`config.mk`:
```
export PLATFORM = sky130hd
export DESIGN_NAME = prng_lfsr_stream_gen
export DESIGN_NICKNAME = d
export VERILOG_FILES = /design/src/rtl/prng_lfsr_stream_gen.sv
export SDC_FILE = /design/constraint.sdc
export NUM_CORES = 1
export LEC_CHECK = 0
export CAP_MARGIN = 15
export CORE_MARGIN = 2
export CORE_UTILIZATION = 35
export CTS_BUF_LIST = sky130_fd_sc_hd__clkbuf_16
export DETAILED_ROUTE_END_ITERATION = 6
export GPL_TIMING_DRIVEN = 0
export SLEW_MARGIN = 25
export SYNTH_ARGS = -nofsm -noshare
export SYNTH_HDL_FRONTEND = slang
export SYNTH_SLANG_ARGS = --single-unit
```
`constraint.sdc`:
```
create_clock -name clk -period 3.7 [get_ports clk]
set_clock_uncertainty 0.2 [all_clocks]
set_input_delay 0.925 -clock clk [delete_from_list [all_inputs] [get_ports clk]]
set_output_delay 0.925 -clock clk [all_outputs]
set_load 0.03 [all_outputs]
```
`src/rtl/prng_lfsr_stream_gen.sv`:
```
// Configurable Galois LFSR word generator: STEP bits per clock are packed into an
// OUT_W-bit word and delivered over valid/ready, one-shot or continuously.
module prng_lfsr_stream_gen #(
  parameter int                OUT_W  = 512,
  parameter int                LFSR_W = 16,
  parameter int                SEED_W = 9,
  parameter int                STEP   = 8,
  parameter logic [LFSR_W-1:0] TAPS   = 16'hB400
) (
  input  logic              clk,
  input  logic              rst,
  input  logic [SEED_W-1:0] seed,
  input  logic              load_seed,
  input  logic              start,
  input  logic              continuous,
  input  logic              out_ready,
  output logic              out_valid,
  output logic [OUT_W-1:0]  prng_out,
  output logic              done,
  output logic              busy,
  output logic [15:0]       word_count
);

  localparam int N     = OUT_W / STEP;
  localparam int CNT_W = (N > 1) ? $clog2(N) : 1;
  localparam logic [CNT_W-1:0] LAST_CHUNK = CNT_W'(N - 1);

  typedef enum logic [1:0] {
    IDLE = 2'd0,
    FILL = 2'd1,
    HOLD = 2'd2
  } state_t;

  state_t              state_q, state_d;
  logic [LFSR_W-1:0]   lfsr_q, lfsr_next, seed_val;
  logic [STEP-1:0]     chunk;
  logic [OUT_W-1:0]    word_q;
  logic [CNT_W-1:0]    fill_cnt_q;
  logic                out_valid_q, done_q;
  logic [15:0]         word_count_q;
  logic                shift_en, fill_last, accept, clr_cnt;

  // A zero seed would lock the LFSR at zero forever, so it is mapped to 1.
  assign seed_val = (seed == '0) ? LFSR_W'(1) : LFSR_W'(seed);

  // STEP Galois iterations unrolled in one cycle; the first bit lands at the chunk MSB.
  always_comb begin : lfsr_unroll
    logic [LFSR_W-1:0] s;
    logic              b;
    s     = lfsr_q;
    chunk = '0;
    for (int i = 0; i < STEP; i++) begin
      b     = s[0];
      chunk = (chunk << 1) | STEP'(b);
      s     = (s >> 1) ^ (b ? TAPS : '0);
    end
    lfsr_next = s;
  end

  // NOTE: every output of this block gets a default first so no latch is inferred.
  always_comb begin : next_state
    state_d   = state_q;
    shift_en  = 1'b0;
    fill_last = 1'b0;
    accept    = 1'b0;
    clr_cnt   = 1'b0;
    case (state_q)
      IDLE: begin
        if (start) begin
          state_d = FILL;
          clr_cnt = 1'b1;
        end
      end
      FILL: begin
        shift_en = 1'b1;
        if (fill_cnt_q == LAST_CHUNK) begin
          fill_last = 1'b1;
          state_d   = HOLD;
        end
      end
      HOLD: begin
        if (out_ready) begin
          accept  = 1'b1;
          state_d = continuous ? FILL : IDLE;
        end
      end
      default: state_d = IDLE;
    endcase
    // load_seed overrides everything, including a start in the same cycle.
    if (load_seed) begin
      state_d   = IDLE;
      shift_en  = 1'b0;
      fill_last = 1'b0;
      accept    = 1'b0;
      clr_cnt   = 1'b0;
    end
  end

  // NOTE: sequential state uses non-blocking assignments so all flops update together.
  always_ff @(posedge clk or negedge rst) begin
    if (!rst) state_q <= IDLE;
    else      state_q <= state_d;
  end

  // NOTE: the word register is ordinary flops (not a RAM), so it is reset to a known zero.
  always_ff @(posedge clk or negedge rst) begin
    if (!rst) begin
      lfsr_q       <= LFSR_W'(1);
      word_q       <= '0;
      fill_cnt_q   <= '0;
      out_valid_q  <= 1'b0;
      done_q       <= 1'b0;
      word_count_q <= '0;
    end else if (load_seed) begin
      lfsr_q       <= seed_val;
      word_q       <= '0;
      fill_cnt_q   <= '0;
      out_valid_q  <= 1'b0;
      done_q       <= 1'b0;
      word_count_q <= '0;
    end else begin
      done_q <= fill_last;
      if (clr_cnt) fill_cnt_q <= '0;
      if (shift_en) begin
        lfsr_q     <= lfsr_next;
        word_q     <= (word_q << STEP) | OUT_W'(chunk);
        fill_cnt_q <= fill_last ? '0 : fill_cnt_q + CNT_W'(1);
      end
      if (fill_last) out_valid_q <= 1'b1;
      if (accept) begin
        out_valid_q  <= 1'b0;
        word_count_q <= word_count_q + 16'd1;
      end
    end
  end

  assign out_valid  = out_valid_q;
  assign prng_out   = word_q;
  assign done       = done_q;
  assign busy       = (state_q == FILL);
  assign word_count = word_count_q;

endmodule

```
* After elaboration in Yosys (flattened, before gate mapping)
Cells that the tools add are included.
Widths: inputs -> output; s select.
** Word-level totals
- Bits in registers :: 554
- Output and inout bits :: 531
** Operators by class
- $add $sub $neg :: 2
- Equal/unequal tests :: 6
- Mux-type cells :: 40
- Bitwise gates (word level) :: 16
- Reductions and logical operators :: 7
** Operators by type and width (count)
- $mux 512 :: 2
- $or 512x8->512 :: 1
- $mux 16 :: 12
- $xor 15x16->16 :: 8
- $mux 6 :: 4
- $add 16x1->16 const B :: 1
- $mux 1 :: 16
- $logic_not 9->1 :: 1
- $mux 9 :: 1
- $mux 2 :: 4
- $or 8x1->8 :: 1
- $or 7x1->7 :: 1
- $add 6x1->6 const B :: 1
- $eq 6x6->1 const B :: 1
- $ne 3x3->1 const B :: 2
- $or 6x1->6 :: 1
- $pmux 2 s3 :: 1
- $reduce_bool 3->1 :: 2
- $or 5x1->5 :: 1
- $or 4x1->4 :: 1
- $reduce_bool 2->1 :: 2
- $ne 3x2->1 const B :: 1
- $or 3x1->3 :: 1
- $reduce_and 3->1 :: 1
- 4 further kinds :: 4

* Logic depth before layout (Yosys ltp)
- Depth in word-level cells :: 18
- Mapped depth :: 6
- Mapped depth without buffers :: 5

* Least setup slack after synthesis
No wires, ideal clock.
- Path type :: register to output
- Start :: reg state_q[1]
- End :: out busy
- Data arrival time :: 1.127 ns
- Data required time :: 2.575 ns
- Setup slack :: 1.448 ns
- Cell stages (with the launch flop) :: 4
- Cell sequence :: dfrtp_1 nand2b_1 inv_2 clkbuf_1
** Between the ends
- Longest elaborated chain between the ends :: 1
** Ends and longest elaborated chain
- from (decl) :: RTL line 34 : state_t state_q, state_d;
- from (signal assigned) :: RTL line 102 : else state_q <= state_d;
- $eq 2x1->1 :: RTL line 140 : assign busy = (state_q == FILL);
- to (decl) :: RTL line 20 : output logic busy,
No other way between the ends.

* Worst setup path after layout
Same ends and word-level chain as after synthesis.

==> out/results.tsv <==
metric	value	unit
grt_usage	22.5	%
design.die.area	65000	um^2
r2r-end	prng_out[437]$_DFFE_PN0P_	
area_growth	38.7	%
grt_max_degree	88	
rr_worst_depth	6	
clock_power_share	45.4	%
cts_tree	done	
max_slew_margin	51.0	%
antenna_cells	0	
cts_made_buffers	58	
syn_nets	2457	
path_buf_inv	2	
yosys_most_used_dff	dfrtp_1	
start_kind	flip-flop	
clk_path_buf_depth	3	
die_w	255	um
drtAntennaViolNets	0	
synth_seq_area_share	62.7	%
cp_slowest_stage_delay	0.43	ns
worstPathCellList	nand2b_1 > inv_2 > dlymetal6s2s_1	
nNetsFinal	3067	
setup_viol	0	
overflow	0	
ys_types	47	
wirelength	75100	um
synth_most_common_cell	nand2_1	
grt_pass1_vias	19300	
internal-power	0.00949	W
vias_per_cell	4.94	
htreeDepth	2	
power_frac_comb	6.0	%
portBuffers	544	
dpl.hpwl	56500	um
synth_top_area_share	62.5	%
vias	19500	
cts_root_buf	clkbuf_16	
cpLargestDelayFamily	buffers and inverters	
ir_drop	0.000363	V
slowest_stage	dlymetal6s2s_1	
clock_latency	0.61	ns
gp_congestion	0.878	
swShare	24.3	%
synthCells	2440	
async_reset_ff_share	100	%
place_area	28800	um^2
initial_core_util	35.2	%
finalHoldViolCount	0	
post-route-period-util	86.3	%
cap_viol_max_count	0	
final_layout_size_suffix_gt1_share	5.33	%
p_per_area	410	nW/um^2
r2r-start	state_q[1]$_DFFE_PN0P_	
wire_per_inst	19.1	um
n_fill_cell	5937	
p_sw	0.00305	W
grt_pass1_wl	114000	um
dp.cells	3837	
post_cts_buffers	0	
period_needed	3.19	ns
endpoint_kind	primary output	
drtIter0Drc	1407	
power.leakage	12.3	nW
worst_pin_slew	0.734	ns
status	complete, no violations	
arrival	2.07	ns
rsz0062_at_grt	no	
synth_edf_count	0	
rows	92	
ys.warnings.count	0	
synth_area_leader_cell	dfrtp_1	
synth_seq_cells	552	
cp.depth	3	
finalNonFillerCells	3942	
syn-cell-area	22000	um^2
critPathRequiredTime	2.57	ns
crit_type	flip-flop to primary output	
path_max_fanout	19	
clock.fmax	0.313	GHz
synth.area.top_cells	dfrtp_1 (63%), nand2_1 (18%), a21oi_1 (12%)	
avgSynthCellArea	9.04	um^2
slew_violations	0	
core	62600	um^2
setup_tns	0	ns
hold_class	input port to asynchronous set/reset pin	
ff2ff_setup_slack	1.18	ns
firstDrtPassIters	5	
die_h	255	um
yosys-top-cells-count	nand2_1 (1045), dfrtp_1 (551), a21oi_1 (528)	
cts.sinks	552	
drc	0	
clk_pin_slew_worst_paths	0.06	ns
ios	546	
p_seq_share	48.6	%
final_area	30600	um^2
antenna_found_initial	1	
flip-flops by register name, indices dropped and copies added, names as in the netlist:
name,flops
done,1
word_count,16
prng_out,511
fill_cnt_q,6
lfsr_q,15
state_q,2
out_valid,1
metal layers:
metal	vias to the layer above	global-route usage [%]	share of wire, %
li1	9141	-	-
met1	9597	28.3	40
met2	625	37.1	48
met3	94	7.42	9.4
met4	0	5.85	2.3
met5	-	0.301	0
layout make-up:
cell class	count	area [um^2]	share of cell area, %
plain buffers	184	783	2.56
multi-input cells	1699	7430	24.3
inverters	4	15.0	0.0491
clock buffers	58	1450	4.75
well taps	846	1060	3.46
flip-flops and latches	552	13800	45.2
repair buffers	551	5650	18.5
clock inverters	48	382	1.25
how the worst max path moves through the flow:
stage | from | end | slack, ns
global placement | rst | prng_out[115]$_DFFE_PN0P_ | -22.49
detailed placement | state_q[1]$_DFFE_PN0P_ | busy | 0.35
finish | state_q[1]$_DFFE_PN0P_ | busy | 0.51
CTS | state_q[1]$_DFFE_PN0P_ | busy | 0.03
global route | state_q[1]$_DFFE_PN0P_ | busy | 0.39
floorplan | state_q[1]$_DFFE_PN0P_ | busy | 1.45
cell families after synthesis:
| kind of cell | synth area share [%] |
|---|---|
| adder cells (fa/ha/maj) | 0.113 |
| buffers and inverters | 3.64 |
| AO/OA/AOI/OAI | 12.9 |
| multiplexers | 0.244 |
| AND/OR/NAND/NOR | 19.4 |
| flip-flops | 62.7 |
| XOR/XNOR | 1.11 |
stage by stage:
| step | worst slack, ns | hold slack, ns | power [W] | util [%] |
|---|---|---|---|---|
| after detailed placement | 0.346 | 0.306 | 0.00697 | 45.9 |
| after CTS | 0.0265 | 0.0442 | 0.0127 | 48.8 |
| after global placement | -22.49 | 0.293 | 0.00694 | 45.6 |
| after floorplan | 1.45 | 0.281 | 0.00661 | - |
| after global routing | 0.386 | 0.0822 | 0.0130 | 48.8 |
| final | 0.508 | 0.0533 | 0.0125 | 48.8 |
power groups by stage:
stage                     registers (W)  logic [W]  clock network (W)
after floorplan                 0.00622   0.000396                  0
after global placement          0.00622   0.000721                  0
after detailed placement        0.00621   0.000760                  0
after CTS                       0.00610   0.000762            0.00582
after global routing            0.00610   0.000838            0.00608
final                           0.00610   0.000750            0.00569
timing repair:
item | in CTS | in global routing
pin swaps | 0 | 0
gates cloned | 0 | 0
gates resized for setup | 0 | 1
endpoints found under the setup margin | 1 | 1
hold buffers | 0 | 0
placed cells by master, fill, tap and decap left out, types with 2 or more instances in the layout:
cell / synthesis / layout
a211oi_1: 4 / 4
a21o_1: 2 / 2
nand2_1: 1045 / 1045
clkbuf_1: 103 / 102
a21oi_1: 528 / 528
clkdlybuf4s50_1: 0 / 542
clkinv_1: 1 / 14
nor4_1: 3 / 3
xor2_1: 13 / 13
inv_6: 0 / 3
bufinv_16: 0 / 6
clkinv_2: 0 / 13
nand3_1: 5 / 5
a22o_1: 2 / 2
mux2_2: 3 / 3
inv_1: 2 / 14
dfrtp_1: 551 / 551
xnor2_1: 15 / 15
ha_1: 2 / 2
nand4_1: 7 / 7
buf_1: 14 / 14
nor3_1: 4 / 4
and2_1: 3 / 3
mux2i_1: 2 / 2
or3_1: 3 / 3
clkbuf_16: 0 / 58
o21ai_0: 15 / 15
buf_16: 0 / 7
nor2_1: 21 / 21
and3_1: 3 / 3
buf_4: 3 / 3
buf_2: 65 / 65
Power figures use the tool's default switching activity.
